<file path="src/rtl/key_debounce_bank_pkg.sv">
// rtl/key_debounce_bank_pkg.sv - shared constants and lane-state encoding for the key debounce bank
package key_debounce_bank_pkg;

    localparam int N_KEYS_DEFAULT = 4;
    // 20 ms of stability at a 50 MHz system clock
    localparam int DEBOUNCE_50MHZ = 1000000;
    localparam int CNT_W_DEFAULT  = 20;

    localparam logic [N_KEYS_DEFAULT-1:0] KEY_IDLE = {N_KEYS_DEFAULT{1'b1}};

    typedef enum logic {
        STABLE = 1'b0,
        CHECK  = 1'b1
    } lane_state_t;

endpackage

</file>
<file path="src/rtl/key_debounce_lane.sv">
// rtl/key_debounce_lane.sv - one key lane: 2-flop synchronizer, stability counter, clean level and edge strobes
module key_debounce_lane
    import key_debounce_bank_pkg::*;
#(
    parameter int DEBOUNCE_CYCLES = DEBOUNCE_50MHZ,
    parameter int CNT_W           = CNT_W_DEFAULT
) (
    input  logic clk,
    input  logic rst,
    input  logic key_raw,
    output logic clean_out,
    output logic press_strb,
    output logic release_strb
);

    localparam logic [CNT_W-1:0] CNT_LAST = CNT_W'(DEBOUNCE_CYCLES - 1);

    logic             s1;
    logic             s2;
    lane_state_t      state;
    logic [CNT_W-1:0] cnt;

    // Idle level is high, so the synchronizer resets to 1 to avoid a spurious press after reset.
    always_ff @(posedge clk or negedge rst) begin
        if (!rst) begin
            s1 <= 1'b1;
            s2 <= 1'b1;
        end else begin
            s1 <= key_raw;
            s2 <= s1;
        end
    end

    always_ff @(posedge clk or negedge rst) begin
        if (!rst) begin
            state        <= STABLE;
            cnt          <= '0;
            clean_out    <= 1'b1;
            press_strb   <= 1'b0;
            release_strb <= 1'b0;
        end else begin
            press_strb   <= 1'b0;
            release_strb <= 1'b0;
            case (state)
                STABLE: begin
                    if (s2 != clean_out) begin
                        state <= CHECK;
                        cnt   <= CNT_W'(1);
                    end else begin
                        cnt <= '0;
                    end
                end
                CHECK: begin
                    if (s2 == clean_out) begin
                        cnt   <= '0;
                        state <= STABLE;
                    end else if (cnt == CNT_LAST) begin
                        // New level has held long enough: accept it and flag the edge direction.
                        clean_out    <= s2;
                        cnt          <= '0;
                        state        <= STABLE;
                        press_strb   <= ~s2;
                        release_strb <= s2;
                    end else begin
                        cnt <= cnt + 1'b1;
                    end
                end
                default: begin
                    state <= STABLE;
                    cnt   <= '0;
                end
            endcase
        end
    end

endmodule

</file>
<file path="src/rtl/key_debounce_bank.sv">
// rtl/key_debounce_bank.sv - bank of independent debounced key lanes with press/release strobes
module key_debounce_bank
    import key_debounce_bank_pkg::*;
#(
    parameter int N_KEYS          = N_KEYS_DEFAULT,
    parameter int DEBOUNCE_CYCLES = DEBOUNCE_50MHZ,
    parameter int CNT_W           = CNT_W_DEFAULT
) (
    input  logic              clk,
    input  logic              rst,
    input  logic [N_KEYS-1:0] key_raw,
    output logic [N_KEYS-1:0] clean_out,
    output logic [N_KEYS-1:0] press_strb,
    output logic [N_KEYS-1:0] release_strb
);

    for (genvar i = 0; i < N_KEYS; i++) begin : g_lane
        key_debounce_lane #(
            .DEBOUNCE_CYCLES(DEBOUNCE_CYCLES),
            .CNT_W          (CNT_W)
        ) u_lane (
            .clk         (clk),
            .rst         (rst),
            .key_raw     (key_raw[i]),
            .clean_out   (clean_out[i]),
            .press_strb  (press_strb[i]),
            .release_strb(release_strb[i])
        );
    end

endmodule

</file>
<file path="config.mk">
export PLATFORM = sky130hd
export DESIGN_NAME = key_debounce_bank
export DESIGN_NICKNAME = d
export VERILOG_FILES = /design/src/rtl/key_debounce_bank_pkg.sv /design/src/rtl/key_debounce_lane.sv /design/src/rtl/key_debounce_bank.sv
export SDC_FILE = /design/constraint.sdc
export NUM_CORES = 1
export LEC_CHECK = 0
export ABC_AREA = 1
export CAP_MARGIN = 20
export CORE_UTILIZATION = 56
export CTS_CLUSTER_DIAMETER = 100
export DETAILED_ROUTE_END_ITERATION = 8
export PLACE_DENSITY = 0.77
export SYNTH_ARGS = -nofsm -noshare
export SYNTH_HDL_FRONTEND = slang
export SYNTH_SLANG_ARGS = --single-unit
</file>
<file path="constraint.sdc">
create_clock -name clk -period 1.5 [get_ports clk]
set_input_delay 0.375 -clock clk [delete_from_list [all_inputs] [get_ports clk]]
set_output_delay 0.375 -clock clk [all_outputs]
set_load 0.01 [all_outputs]
</file>
Yosys cells after proc, flatten, opt, wreduce, memory -nomap -nowiden
Index checks and enable logic that the tools add are counted.
{ "totals": {"ff_bits": 104, "out_inout_bits": 12, "word_cells": 116} }
{ "classes": {"add_sub_neg": 4, "n_eq_ne": 12, "mux": 56, "bitwise_logic": 12, "reduce_logical": 4} }
{ "ops": {"columns": ["operator", "count"], "rows": [
  ["2-to-1 mux 20 bit", 8],
  ["case mux 20 bit (2 select lines)", 4],
  ["adder 20 x 1 -> 20 bit (second input constant)", 4],
  ["== test 20 bit (second input constant)", 4],
  ["2-to-1 mux 1 bit", 40],
  ["NOT 1 bit", 12],
  ["AND reduction 3 bit", 4],
  ["case mux 1 bit (2 select lines)", 4],
  ["== test 1 bit", 4],
  ["inequality test 1 bit", 4]
]} }

Longest topological paths before layout
{ "depth": {"ltp_word": 4, "depth_mapped": 10, "mapped_depth_nobuf": 10} }

Hierarchy
A second synthesis with hierarchy kept.
{ "unflattened": {"cells_unflattened": 676, "hier_area_um2": 5510.3} }
{ "by_module_without_submodules": {"columns": ["mod", "instances", "cells_each", "area_per_inst_um2"], "rows": [
  ["key_debounce_lane", 4, 169, 1377.6]
]} }

Least setup slack after synthesis
No wires, ideal clock.
{ "synth_timing": {"kind": "reg-to-reg", "from": "reg g_lane[1].u_lane.cnt[0]", "to": "reg g_lane[1].u_lane.state", "arrival_ns": 1.259, "path_slack_ns": 0.123, "stages_incl_launch_ff": 8, "cell_sequence": "dfrtp_1 > ha_1 > nand2_2 > nor3_4 > nand3_2 > nand2_4 > buf_6 > nand2_1"} }
{ "synth_between": {"elab_chain_cells": 4} }
{ "synth_lines": {"columns": ["element", "line_no", "text"], "rows": [
  ["start, declared", "key_debounce_lane.sv:21", "logic [CNT_W-1:0] cnt;"],
  ["start signal, assigned", "key_debounce_lane.sv:65", "cnt <= cnt + 1'b1;"],
  ["== test 20 bit", "key_debounce_lane.sv:57", "end else if (cnt == CNT_LAST) begin"],
  ["2-to-1 mux 1 bit", "key_debounce_lane.sv:57", null],
  ["2-to-1 mux 1 bit", "key_debounce_lane.sv:54", "if (s2 == clean_out) begin"],
  ["case mux 1 bit (2 select lines)", "key_debounce_lane.sv:44", "case (state)"],
  ["end signal, assigned", "key_debounce_lane.sv:47", "state <= CHECK;"],
  ["end signal, assigned", "key_debounce_lane.sv:56", "state <= STABLE;"],
  ["end signal, assigned", "key_debounce_lane.sv:61", "state <= STABLE;"],
  ["end, declared", "key_debounce_lane.sv:20", "lane_state_t state;"]
]} }
No other way between the ends.
A chain may end at the register's enable or synchronous reset.

Worst setup path after layout
{ "layout_timing": {"from": "reg g_lane[2].u_lane.cnt[1]", "to": "reg g_lane[2].u_lane.cnt[6]"} }
{ "layout_between": {"elab_chain_cells": 4} }
{ "layout_lines": {"columns": ["element", "line_no"], "rows": [
  ["start, declared", "key_debounce_lane.sv:21"],
  ["start signal, assigned", "key_debounce_lane.sv:65"],
  ["adder 20 x 1 -> 20 bit or == test 20 bit (tied branches)", "key_debounce_lane.sv:65, key_debounce_lane.sv:57"],
  ["2-to-1 mux 20 bit (*)", "key_debounce_lane.sv:57"],
  ["2-to-1 mux 20 bit (*)", "key_debounce_lane.sv:54"],
  ["case mux 20 bit (2 select lines) (*)", "key_debounce_lane.sv:44"]
]} }
Mark *: on every way between the ends. The rest lies on a longest branch, timed or not.

==> flow_metrics.tcl <==
set metrics [dict create \
    synth_top_cell_area_share 0.4104 \
    cp-end-kind "register" \
    r2r_cells 7 \
    cp_slowest_cell "dfrtp_1" \
    cts.path.max_buffers 2 \
    required_ns 1.78 \
    synth_cell_type_count 29 \
    cp_num_buf_inv 1 \
    die_w_um 102.1 \
    tritoncts "built" \
    setup_viol 0 \
    yosysSeqAreaShare 0.4667 \
    syn-instance-count 727 \
    vias 4647 \
    coreArea_um2 9729 \
    grt_pass1_wl_um 18800 \
    drc 0 \
    drtAntennaViolNets 0 \
    clock-skew-final_ns 0.007601 \
    die-height_um 102.1 \
    cts_buffers 9 \
    netlist_area_um2 5609 \
    path_cells "ha_4 > nand2_4 > nor3_4 > nand3_4 > nand2_8 > buf_12 > nor2_1" \
    critPathMaxStageDelay_ns 0.45 \
    tightest_slew_ns 0.3915 \
    grt_use_total 0.2320 \
    rows 36 \
    p_int_w 0.004168 \
    status "finished, final reports clean" \
    slew_violations 0 \
    worstSetupPathType "register to register" \
    power-per-cell-area_nw_per_um2 831.4 \
    initial_core_util 0.5765 \
    grt_max_degree 40 \
    final_cell_mix "164 x nor2_1, 149 x nand2_1, 94 x inv_1" \
    finalWirelength_um 12050 \
    dp_hpwl_um 8121 \
    layout_commonest_cell "nor2_1" \
    min_period_over_period 0.9884 \
    vdd_drop_max_mv 0.5941 \
    grt_pass1_vias 4298 \
    drive_gt1_frac 0.1803 \
    critical_path.max_fanout 7 \
    power_frac_comb 0.080 \
    ys_seq_elements 104 \
    clock_latency_ns 0.38 \
    nNetsFinal 787 \
    drt-wirelength-per-cell_um 13.17 \
    swShare 0.2342 \
    power.static_leakage_nw 2.939 \
    p_seq_frac 0.534 \
    place.gp.congestion 0.9298 \
    startpoint_type "register" \
    vias_per_cell 5.079 \
    maxCapViolations 0 \
    synth_area_leaders "dfrtp_1 41%, nor2_1 12%, nand2_1 10%" \
    synth_top_area_cell "dfrtp_1" \
    die-area_um2 10420 \
    io_pins 18 \
    rsz0062_at_grt "true" \
    hp-class "register to register" \
    power_switching_w 0.001274 \
    drt_pass1_iterations 5 \
    cts_max_level 3 \
    tns_ns 0 \
    diodes 0 \
    hold_path_depth 0 \
    antenna_found_initial 0 \
    worstSetupPathDepth 7 \
    numClockSinks 104 \
    final_util 0.6728 \
    fmaxAchievable_mhz 674.5 \
    grt_overflow 0 \
    slew_headroom 0.7370 \
    synth_fp_nets 737 \
    cts_root_buf "clkbuf_8" \
    cp.arrival_ns 1.76 \
    drtIter0Drc 215 \
    portBuffers 17 \
    syn_area_per_cell_um2 7.715 \
    final_hold_viol_count 0 \
    fillers 776 \
    min_period_ns 1.483 \
    yosysWarningCount 0 \
    critical-path-top-delay-family "simple AND/OR/NAND/NOR gates" \
    cts.clk_slew.worst_paths_ns 0.10 \
    pwr-share-clk 0.386 \
    area_growth_syn_to_layout_pct 16.71 \
]
-- synth_stat cells (all sizes together) --
cell,n
nand2,164
o21ai,9
xnor2,9
dfrtp,92
inv,100
nand3,39
nor3,19
nand4,17
ha,4
buf,18
dfstp,12
a31oi,2
a21oi,8
nand3b,1
o21bai,2
nor2,190
xor2,36
and2,2
or2,3
-- stage by stage --
step / total power (W) / cells / setup WS (ns) / hold slack [ns] / area, µm²
after CTS: 0.005381 / 898 / 0.008317 / 0.3648 / 6223
after detailed placement: 0.003276 / 880 / -0.001862 / 0.2992 / 5984
final: 0.005443 / 915 / 0.01746 / 0.3610 / 6546
after floorplan: 0.003127 / 727 / 0.1229 / 0.07941 / 5609
after global placement: 0.003265 / 880 / 0.06487 / 0.2949 / 5984
after global routing: 0.005647 / 915 / -0.05725 / 0.3667 / 6546
-- worst paths after layout --
check                                         from                         end  slack (ns)
setup / recovery           g_lane[2].u_lane.cnt[1]     g_lane[2].u_lane.cnt[6]        0.02
hold / removal                 g_lane[3].u_lane.s1         g_lane[3].u_lane.s2        0.36
setup reg to reg           g_lane[2].u_lane.cnt[1]     g_lane[2].u_lane.cnt[6]        0.02
hold reg to reg                g_lane[3].u_lane.s1         g_lane[3].u_lane.s2        0.36
max in group asynchronous                      rst  g_lane[1].u_lane.clean_out        0.43
min in group asynchronous                      rst    g_lane[1].u_lane.cnt[12]        0.44
-- what timing repair did --
item                                    CTS  global route
hold endpoints to repair                 17             0
endpoints found under the setup margin   24            50
buffers inserted                          1            15
resized for setup                        25            53
hold buffers                              1             0
cloned                                    0             2
pin swaps                                 0            10
-- worst register-to-register path, cell delays in order (launching register included) --
cell and delay [ns]:
dfrtp_1 0.45, ha_4 0.18, nand2_4 0.07, nor3_4 0.24
nand3_4 0.15, nand2_8 0.14, buf_12 0.12, nor2_1 0.04
-- per-layer routing --
| metal | track usage | wire (µm) | up-vias | share of wire |
|---|---|---|---|---|
| met5 | 0 | 0 | - | 0 |
| met4 | 0.09121 | 275 | 0 | 0.023 |
| met3 | 0.05814 | 539 | 30 | 0.045 |
| met2 | 0.3784 | 5860 | 118 | 0.49 |
| met1 | 0.2976 | 5375 | 2183 | 0.45 |
| li1 | - | - | 2316 | - |
-- area by class of cell --
type | instances | area [µm²] | area share
Multi-Input combinational cell | 507 | 2630 | 0.4018
Sequential cell | 104 | 2620 | 0.4002
Timing Repair Buffer | 55 | 509.2 | 0.07779
Inverter | 100 | 377.9 | 0.05772
Tap cell | 133 | 166.4 | 0.02542
Clock buffer | 10 | 127.6 | 0.01950
Clock inverter | 6 | 115.1 | 0.01758
-- state kept, by name, summed over array words and instances, names as in the netlist --
register / cells
g_lane.u_lane.clean_out: 4
g_lane.u_lane.cnt: 80
g_lane.u_lane.s1: 4
g_lane.u_lane.s2: 4
g_lane.u_lane.press_strb: 4
g_lane.u_lane.state: 4
g_lane.u_lane.release_strb: 4
-- power by group through the flow --
stage / Sequential, W / Combinational, W / Clock [W]
2_1_floorplan: 0.00295 / 0.000174 / 0
3_3_place_gp: 0.00295 / 0.000312 / 0
3_5_place_dp: 0.00296 / 0.000319 / 0
4_1_cts: 0.00290 / 0.000336 / 0.00215
5_1_grt: 0.00291 / 0.000486 / 0.00225
6_report: 0.00291 / 0.000437 / 0.00210
-- logic make-up after synthesis --
kind of cell / after synthesis / share of synthesized area
simple gates: 435 / 0.3397
compound gates: 21 / 0.02007
fa+ha+maj: 4 / 0.008923
buf+inv: 118 / 0.09436
flops: 104 / 0.4667
xor+xnor: 45 / 0.07027
(Power assumes the default switching activity.)
